<file path="config.mk">
export PLATFORM = sky130hd
export DESIGN_NAME = cv32e40x_xif_cpx_tracker
export DESIGN_NICKNAME = d
export VERILOG_FILES = /design/src/rtl/cv32e40x_xif_cpx_tracker_pkg.sv /design/src/rtl/cv32e40x_xif_cpx_out_reg.sv /design/src/rtl/cv32e40x_xif_cpx_tracker.sv
export SDC_FILE = /design/constraint.sdc
export NUM_CORES = 1
export LEC_CHECK = 0
export CORE_MARGIN = 5
export CORE_UTILIZATION = 32
export CTS_CLUSTER_SIZE = 12
export DETAILED_ROUTE_END_ITERATION = 6
export PLACE_DENSITY = 0.55
export REMOVE_ABC_BUFFERS = 1
export SYNTH_ARGS = -nofsm -noshare
export SYNTH_HDL_FRONTEND = slang
export SYNTH_SLANG_ARGS = --single-unit
</file>
<file path="constraint.sdc">
create_clock -name clk_i -period 5.8 [get_ports clk_i]
set_input_delay 0.87 -clock clk_i [delete_from_list [all_inputs] [get_ports clk_i]]
set_output_delay 0.87 -clock clk_i [all_outputs]
set_load 0.02 [all_outputs]
</file>
<file path="src/rtl/cv32e40x_xif_cpx_tracker_pkg.sv">
// Shared types for the eXtension-interface coprocessor tracking buffer.
// Holds the per-entry lifecycle state and a helper that maps a commit-channel kill bit to a state.
package cv32e40x_xif_cpx_tracker_pkg;

  typedef enum logic [1:0] {
    ENTRY_FREE      = 2'd0,
    ENTRY_ISSUED    = 2'd1,
    ENTRY_COMMITTED = 2'd2,
    ENTRY_KILLED    = 2'd3
  } entry_state_e;

  function automatic entry_state_e resolve_state(input logic kill);
    return kill ? ENTRY_KILLED : ENTRY_COMMITTED;
  endfunction

endpackage

</file>
<file path="src/rtl/cv32e40x_xif_cpx_out_reg.sv">
// One-deep valid/ready output register.
// A new word can be loaded whenever the register is empty or is being drained this cycle.
module cv32e40x_xif_cpx_out_reg #(
  parameter int unsigned WIDTH = 32
) (
  input  logic             clk_i,
  input  logic             rst_i,
  input  logic             load_i,
  input  logic [WIDTH-1:0] data_i,
  input  logic             ready_i,
  output logic             can_load_o,
  output logic             valid_o,
  output logic [WIDTH-1:0] data_o
);

  logic             valid_q, valid_d;
  logic [WIDTH-1:0] data_q, data_d;

  // NOTE: every variable gets a default before any branch, so no path leaves it unassigned and no latch is inferred.
  always_comb begin
    valid_d = valid_q;
    data_d  = data_q;
    if (load_i) begin
      valid_d = 1'b1;
      data_d  = data_i;
    end else if (ready_i) begin
      valid_d = 1'b0;
    end
  end

  // NOTE: state is updated with non-blocking assignments so all flops sample their inputs from the same edge.
  always_ff @(posedge clk_i) begin
    if (rst_i) begin
      valid_q <= 1'b0;
      data_q  <= '0;
    end else begin
      valid_q <= valid_d;
      data_q  <= data_d;
    end
  end

  assign can_load_o = !valid_q || ready_i;
  assign valid_o    = valid_q;
  assign data_o     = data_q;

endmodule

</file>
<file path="src/rtl/cv32e40x_xif_cpx_tracker.sv">
// In-order tracker for offloaded instructions: records issues, resolves commit/kill,
// collects in-order FU results and retires committed results in issue order.
module cv32e40x_xif_cpx_tracker
  import cv32e40x_xif_cpx_tracker_pkg::*;
#(
  parameter int unsigned X_ID_WIDTH = 4,
  parameter int unsigned DEPTH      = 4,
  parameter int unsigned DATA_WIDTH = 32,
  parameter int unsigned RD_WIDTH   = 5
) (
  input  logic                         clk_i,
  input  logic                         rst_i,
  input  logic                         issue_valid_i,
  output logic                         issue_ready_o,
  input  logic [X_ID_WIDTH-1:0]        issue_id_i,
  input  logic [RD_WIDTH-1:0]          issue_rd_i,
  input  logic                         commit_valid_i,
  input  logic [X_ID_WIDTH-1:0]        commit_id_i,
  input  logic                         commit_kill_i,
  input  logic                         fu_res_valid_i,
  output logic                         fu_res_ready_o,
  input  logic [X_ID_WIDTH-1:0]        fu_res_id_i,
  input  logic [DATA_WIDTH-1:0]        fu_res_data_i,
  output logic                         result_valid_o,
  input  logic                         result_ready_i,
  output logic [X_ID_WIDTH-1:0]        result_id_o,
  output logic [RD_WIDTH-1:0]          result_rd_o,
  output logic [DATA_WIDTH-1:0]        result_data_o,
  output logic [$clog2(DEPTH+1)-1:0]   occupancy_o,
  output logic                         err_o
);

  localparam int unsigned PTR_W = $clog2(DEPTH);
  localparam int unsigned CNT_W = $clog2(DEPTH+1);
  localparam int unsigned OUT_W = X_ID_WIDTH + RD_WIDTH + DATA_WIDTH;

  typedef struct packed {
    logic [X_ID_WIDTH-1:0] id;
    logic [RD_WIDTH-1:0]   rd;
    logic [DATA_WIDTH-1:0] data;
    logic                  data_valid;
    entry_state_e          state;
  } entry_t;

  entry_t           entries_q [DEPTH];
  entry_t           entries_d [DEPTH];
  logic [PTR_W-1:0] wr_ptr_q, wr_ptr_d;
  logic [PTR_W-1:0] dat_ptr_q, dat_ptr_d;
  logic [PTR_W-1:0] rd_ptr_q, rd_ptr_d;
  logic [CNT_W-1:0] cnt_q, cnt_d;
  logic             err_q, err_d;

  logic             issue_fire, fu_fire;
  logic             cmt_hit, cmt_new, cmt_err;
  logic [PTR_W-1:0] cmt_idx, scan_idx;
  entry_t           head;
  entry_state_e     head_state;
  logic             drop, emit, retire;
  logic             out_can_load;
  logic [OUT_W-1:0] out_data;

  assign issue_ready_o  = cnt_q < CNT_W'(DEPTH);
  assign issue_fire     = issue_valid_i && issue_ready_o;
  // The data pointer always sits on the oldest entry still waiting for FU data.
  assign fu_res_ready_o = (entries_q[dat_ptr_q].state != ENTRY_FREE) && !entries_q[dat_ptr_q].data_valid;
  assign fu_fire        = fu_res_valid_i && fu_res_ready_o;

  // Oldest-first search so a re-issued id never steals the commit of its older twin.
  always_comb begin
    cmt_hit  = 1'b0;
    cmt_idx  = '0;
    scan_idx = '0;
    for (int i = 0; i < DEPTH; i++) begin
      scan_idx = rd_ptr_q + PTR_W'(i);
      if (!cmt_hit && entries_q[scan_idx].state == ENTRY_ISSUED
          && entries_q[scan_idx].id == commit_id_i) begin
        cmt_hit = 1'b1;
        cmt_idx = scan_idx;
      end
    end
  end

  assign cmt_new = commit_valid_i && !cmt_hit && issue_fire && (issue_id_i == commit_id_i);
  assign cmt_err = commit_valid_i && !cmt_hit && !cmt_new;

  // A commit hitting the head is forwarded so a head with data already present retires this cycle.
  always_comb begin
    head       = entries_q[rd_ptr_q];
    head_state = head.state;
    if (commit_valid_i && cmt_hit && cmt_idx == rd_ptr_q) begin
      head_state = resolve_state(commit_kill_i);
    end
  end

  assign drop   = (head_state == ENTRY_KILLED) && head.data_valid;
  assign emit   = (head_state == ENTRY_COMMITTED) && head.data_valid && out_can_load;
  assign retire = drop || emit;

  always_comb begin
    entries_d = entries_q;
    wr_ptr_d  = wr_ptr_q;
    dat_ptr_d = dat_ptr_q;
    rd_ptr_d  = rd_ptr_q;
    cnt_d     = cnt_q + CNT_W'(issue_fire) - CNT_W'(retire);
    err_d     = cmt_err || (fu_fire && fu_res_id_i != entries_q[dat_ptr_q].id);

    if (issue_fire) begin
      entries_d[wr_ptr_q].id         = issue_id_i;
      entries_d[wr_ptr_q].rd         = issue_rd_i;
      entries_d[wr_ptr_q].data       = '0;
      entries_d[wr_ptr_q].data_valid = 1'b0;
      entries_d[wr_ptr_q].state      = cmt_new ? resolve_state(commit_kill_i) : ENTRY_ISSUED;
      wr_ptr_d                       = wr_ptr_q + PTR_W'(1);
    end
    if (commit_valid_i && cmt_hit) begin
      entries_d[cmt_idx].state = resolve_state(commit_kill_i);
    end
    if (fu_fire) begin
      entries_d[dat_ptr_q].data       = fu_res_data_i;
      entries_d[dat_ptr_q].data_valid = 1'b1;
      dat_ptr_d                       = dat_ptr_q + PTR_W'(1);
    end
    if (retire) begin
      entries_d[rd_ptr_q].state      = ENTRY_FREE;
      entries_d[rd_ptr_q].data_valid = 1'b0;
      rd_ptr_d                       = rd_ptr_q + PTR_W'(1);
    end
  end

  always_ff @(posedge clk_i) begin
    if (rst_i) begin
      // NOTE: the entry array is reset because its state/data_valid fields are control, not just payload.
      for (int i = 0; i < DEPTH; i++) begin
        entries_q[i] <= '0;
      end
      wr_ptr_q  <= '0;
      dat_ptr_q <= '0;
      rd_ptr_q  <= '0;
      cnt_q     <= '0;
      err_q     <= 1'b0;
    end else begin
      entries_q <= entries_d;
      wr_ptr_q  <= wr_ptr_d;
      dat_ptr_q <= dat_ptr_d;
      rd_ptr_q  <= rd_ptr_d;
      cnt_q     <= cnt_d;
      err_q     <= err_d;
    end
  end

  cv32e40x_xif_cpx_out_reg #(
    .WIDTH (OUT_W)
  ) u_out_reg (
    .clk_i      (clk_i),
    .rst_i      (rst_i),
    .load_i     (emit),
    .data_i     ({head.id, head.rd, head.data}),
    .ready_i    (result_ready_i),
    .can_load_o (out_can_load),
    .valid_o    (result_valid_o),
    .data_o     (out_data)
  );

  assign {result_id_o, result_rd_o, result_data_o} = out_data;
  assign occupancy_o = cnt_q;
  assign err_o       = err_q;

endmodule
</file>
==> results of run 1 <==
==> cell families (layout without fill, tap and decap cells) <==
| logic type | count (synthesis) | count (layout) |
|---|---|---|
| XOR/XNOR | 32 | 32 |
| AND/OR/NAND/NOR | 495 | 495 |
| AO/OA/AOI/OAI | 261 | 261 |
| adder cells (fa/ha/maj) | 15 | 15 |
| flip-flops | 228 | 228 |
| buffers and inverters | 119 | 175 |
| multiplexers | 68 | 68 |
==> area by class of cell <==
| cell class | count | area (um2) | area share |
|---|---|---|---|
| repair buffers | 118 | 1160 | 0.0927 |
| well taps | 442 | 553 | 0.0443 |
| clock buffers | 37 | 732 | 0.0586 |
| multi-input cells | 871 | 5330 | 0.427 |
| clock inverters | 7 | 96.3 | 0.00772 |
| inverters | 13 | 48.8 | 0.00391 |
| flip-flops and latches | 228 | 4570 | 0.366 |
==> worst max-delay path: cells and delay by family, from the launching register on <==
| family | cells | cell delay (ns) |
|---|---|---|
| buffers and inverters | 3 | 0.65 |
| multiplexers | 1 | 0.29 |
| AO/OA/AOI/OAI | 2 | 0.45 |
| flip-flops | 1 | 0.92 |
| adder cells (fa/ha/maj) | 3 | 0.86 |
| XOR/XNOR | 2 | 0.31 |
| AND/OR/NAND/NOR | 3 | 0.79 |
==> layout by cell type (no fill, tap or decap), types with 7 or more instances in the layout <==
master           count
a211oi_1             9
a21oi_1            222
and2_1               8
and3_1               8
buf_4               14
clkbuf_1             7
clkbuf_16           26
clkdlybuf4s50_1    102
dfxtp_1            226
ha_1                14
inv_1               13
mux2i_1             20
mux4_2              44
nand2_1            296
nand3_1            131
nor2_1              22
nor3_1               7
o21ai_0              8
xnor2_1             20
xor2_1              12
==> metrics by stage <==
stage	hold slack, ns	worst slack, ns	utilization
floorplan	0.427	0.202	-
global placement	0.440	1.37	0.361
detailed placement	0.445	1.31	0.361
CTS	0.453	1.33	0.387
global route	0.468	0.924	0.387
finish	0.452	1.36	0.387
==> per-layer routing <==
metal,track usage,up-vias
li1,-,4296
met1,0.222,4267
met2,0.290,209
met3,0.0301,43
met4,0.0428,2
met5,0,-
==> worst paths after layout <==
path              depth (start not counted)  slack (ns)                   end                  from
hold / removal                            2        0.45  u_out_reg.data_o[28]  u_out_reg.data_o[28]
hold reg to reg                           2        0.45  u_out_reg.data_o[28]  u_out_reg.data_o[28]
setup reg to reg                         14        1.36        occupancy_o[2]           rd_ptr_q[0]
setup / recovery                         14        1.36        occupancy_o[2]           rd_ptr_q[0]
==> power breakdown <==
group,internal [mW],switching (mW)
Clock,0.961,0.646
Sequential,1.64,0.0600
Combinational,0.228,0.385
==> metrics.cfg, run 1 <==
[outcome]
status=complete, no violations

[floorplanning]
core_area_um2=32300
dieArea_um2=36100
std_cell_rows=66
start_util=0.321
die_y_um=190
die_w_um=190
io_pins=104

[global_routing]
gr-total-overflow=0
grt_pass1_wl_um=49800
grt_antenna_before_repair=1
track_usage=0.169
grt_pass1_vias=8864
grt_max_degree=229

[timing]
drv_slew=0
slew_headroom=0.222
setup_tns_ns=0
min_period_ns=4.44
rsz0062_at_grt=no
finalClockSkew_ns=0.0129
final.period_utilization=0.765
fmax_mhz=225
hold_viol_final=0
setup_violations=0
worst_slew_pin_slew_ns=1.17

[worst_setup_path]
start_kind=flip-flop
max_stage_delay_ns=0.92
critical_path_required_ns=6.18
path_class=flip-flop to flip-flop
crit_chain=buf_4 > mux4_1 > and4_1 > o21ai_0 > o21ai_0 > and2_1 > ha_1 > inv_1 > ha_1 > inv_1 > fa_1 > xnor2_1 > xnor2_1 > nor2_1
crit_fanout=49
cp-end-kind=flip-flop
crit_slowest_cell=dfxtp_4
cp.arrival_ns=4.82

[finish]
stdcell_area_um2=12500
fin_nets=1329
final_cells=1716
area_delta_synth_final_pct=20.4
antenna_cells=0
fillers=3267
drive_gt1_frac=0.0871

[drt]
first_pass_iters=5
drc_errors=0
wl_met2_um=15100
via_count=8817
highest_layer=met5
vias_per_cell=5.14
drtIter0Drc=738
drtAntennaViolNets=0
wire_per_inst_um=18.2
wl_met3_um=1790
wl_met1_um=13700
wirelength_um=31200

[placement]
dpl-instance-area_um2=11700
dp_cells=1672
portBuffers=103
routabilityCongestion=0.897
post-dp-hpwl_um=18500

[clock_tree]
cts_tree=done
htree_levels=1
clk_pin_slew_ns=0.06
cts-root-buf=clkbuf_16
hold_buffers=0
clockBufferDepth=3
clk_latency_ns=0.53
post_cts_buffers=0
cts_resized=0
clkSinkCount=228
numCtsBuffers=26

[synth]
synth_top_family_by_area=simple AND/OR/NAND/NOR gates
yosysMostFrequentCell=nand2_1
ys_seq_elements=228
synth_simple_gate_area_frac=0.206
synthAdderAreaFrac=0.0188
synth_top_cell_by_area=dfxtp_1
synthMuxAreaShare=0.122
ys_warn_count=0
synth_common_cells=nand2_1, dfxtp_1, a21oi_1
async_flop_share=0
yosysSeqAreaShare=0.440
synth-xor-area-share=0.0270
syn_area_um2=10400
synth-compound-area-share=0.138
synth_edf_count=0
syn_area_per_cell_um2=8.52
yosys.area.top_type_share=0.440
synth_area_leaders=dfxtp_1, nand2_1, a21oi_1
syn_inst=1218
synth_flop_cell=dfxtp_1
synth_cell_type_count=50

[job]
max_cap_violations=0

[power_and_ir_drop]
p_leak_nw=3.97
fin_total_pwr_mw=3.92
peakVddDrop_mv=0.249
p_per_area_nw_per_um2=314

[hold_path]
min_path_type=flip-flop to flip-flop

Note: power is estimated with default switching activity, not from simulation.
==> run 2: changes to the inputs <==
Clock period 5.8 ns to 4.5 ns, I/O delays scaled along.
==> metrics.cfg, run 2 (synthesized netlist as in run 1, its figures left out) <==
[outcome]
status=complete, no violations

[worst_setup_path]
path_class=flip-flop to flip-flop
crit_buf_inv=2  ; -1
worst_r2r_endpoint=occupancy_o[2]
crit_chain=mux4_2 > xnor2_1 > and4_1 > o21ai_0 > o21ai_0 > and2_1 > ha_1 > inv_1 > ha_1 > inv_1 > fa_1 > xnor2_1 > xnor2_1 > nor2_1
cpLargestDelayFamily=adder cells
crit_slowest_cell=dfxtp_2
max_stage_delay_ns=0.65  ; -0.27 ns
r2r_setup_slack_ns=0.88  ; -0.49 ns
cp-end-kind=flip-flop
crit_fanout=21  ; -57%
regToRegStartpoint=rd_ptr_q[1]
critical_path_required_ns=4.89  ; -1.29 ns
reg2regPathDepth=14  ; unchanged
timing.critical_path.mode_cell=xnor2_1
start_kind=flip-flop
cp.arrival_ns=4.01  ; -0.81 ns

[floorplanning]
start_util=0.321  ; unchanged
io_pins=104  ; unchanged
std_cell_rows=66  ; unchanged
dieArea_um2=36100  ; unchanged
die_y_um=190  ; unchanged
die_w_um=190  ; unchanged
core_area_um2=32300  ; unchanged

[finish]
fillers=3265  ; -0.061%
fin_nets=1336  ; +0.53%
area_delta_synth_final_pct=21.1
drive_gt1_frac=0.0952  ; +0.00804
fin_util=0.389  ; +0.00236
mostFrequentLayoutCells=nand2_1, dfxtp_1, a21oi_1, nand3_1, clkdlybuf4s50_1
final_common_cell=nand2_1

[clock_tree]
clockBufferDepth=3  ; unchanged
clkSinkCount=228  ; unchanged
cts_tree=done
hold_buffers=0  ; unchanged
cts_resized=0  ; unchanged
clk_latency_ns=0.53  ; about the same
numCtsBuffers=26  ; unchanged
cts-root-buf=clkbuf_16
clk_pin_slew_ns=0.06  ; about the same
htree_levels=1  ; unchanged
post_cts_buffers=0  ; unchanged

[timing]
finalClockSkew_ns=0.00800  ; -0.00486 ns
worst_slew_pin_slew_ns=0.879  ; -0.287 ns
final.period_utilization=0.805  ; +0.0400
min_period_ns=3.62  ; -0.814 ns
fmax_mhz=276  ; +22%
rsz0062_at_grt=no
setup_violations=0  ; unchanged
drv_slew=0  ; unchanged
hold_viol_final=0  ; unchanged
layout_setup_ws_ns=0.878  ; -0.486 ns
slew_headroom=0.414  ; +0.192

[global_routing]
grt_pass1_wl_um=49100  ; -1.3%
track_usage=0.166  ; -0.00373
grt_pass1_vias=8757  ; -1.2%
grt_max_degree=111  ; -52%
grt_antenna_before_repair=2  ; +1
gr-total-overflow=0  ; unchanged

[placement]
dp_slack_ns=0.579  ; -0.727 ns
portBuffers=103  ; unchanged
post-dp-hpwl_um=19200  ; +3.9%
routabilityCongestion=0.858  ; -4.3%

[hold_path]
min-delay-start=u_out_reg.data_o[40]
min_path_type=flip-flop to flip-flop
whs_endpoint=u_out_reg.data_o[40]
min_path_cells=2  ; unchanged

[drt]
wire_per_inst_um=18.0  ; -1.1%
first_pass_iters=5  ; unchanged
drtIter0Drc=738  ; unchanged
drtAntennaViolNets=0  ; unchanged
via_count=8820  ; +0.034%
wirelength_um=31100  ; -0.57%
vias_per_cell=5.11  ; -0.49%
drc_errors=0  ; unchanged

[power_and_ir_drop]
p_leak_nw=4.02  ; +1.3%
fin_total_pwr_mw=5.07  ; +29%
peakVddDrop_mv=0.247  ; -0.87%
p_per_area_nw_per_um2=403  ; +29%

[job]
max_cap_violations=0  ; unchanged

-- run 2: changes by cell type in the layout (fill, tap and decap cells not counted) --
cell,previous run,this run
inv_6,0,1
buf_12,1,2
clkinv_2,4,5
clkbuf_1,7,4
buf_4,14,20
clkinv_4,0,1
clkbuf_8,4,6
bufinv_16,2,1
diode_2,0,1
-- run 2: report_power, final --
part           internal [mW]  switching (mW)  total (mW)
logic                  0.298           0.504       0.802
registers               2.11          0.0772        2.19
clock network           1.22           0.862        2.08
-- run 2: cell type report --
type	count	area, um2	share of cell area
Clock inverter	9	88.8	0.00707
Clock buffer	36	748	0.0596
Tap cell	442	553	0.0440
Sequential cell	228	4570	0.364
Antenna cell	1	2.50	0.000199
Multi-Input combinational cell	871	5330	0.424
Inverter	13	48.8	0.00388
Timing Repair Buffer	125	1220	0.0973
-- run 2: worst max path at each step --
stage / cells after the start / from / slack (ns) / end
after floorplan: 14 / rd_ptr_q[0] / -1.10 / occupancy_o[2]
after global placement: 14 / commit_id_i[2] / 0.60 / occupancy_o[2]
after detailed placement: 14 / commit_id_i[2] / 0.58 / occupancy_o[2]
after CTS: 14 / rd_ptr_q[1] / 0.86 / occupancy_o[2]
after global routing: 14 / rd_ptr_q[0] / 0.57 / occupancy_o[2]
final: 14 / rd_ptr_q[1] / 0.88 / occupancy_o[2]
-- run 2: per-layer routing --
metal | up-vias | global-route usage | share of wire
met2 | 219 | 0.285 | 0.49
met5 | - | 0 | 0.00035
li1 | 4313 | - | -
met3 | 35 | 0.0251 | 0.051
met4 | 2 | 0.0403 | 0.016
met1 | 4251 | 0.219 | 0.44
-- run 2: tightest hold or removal path, stage by stage (launching register included) --
cell     delay, ns
dfxtp_1       0.31
nand2_1       0.05
a21oi_1       0.05
-- run 2: stage by stage --
stage | hold slack (ns) | setup TNS, ns | area, um2 | std cells
finish | 0.451 | 0 | 12600 | 1725
global route | 0.465 | 0 | 12600 | 1725
CTS | 0.452 | 0 | 12600 | 1724
detailed placement | 0.443 | 0 | 11700 | 1679
global placement | 0.441 | 0 | 11700 | 1679
floorplan | 0.427 | -21.10 | 9930 | 1112
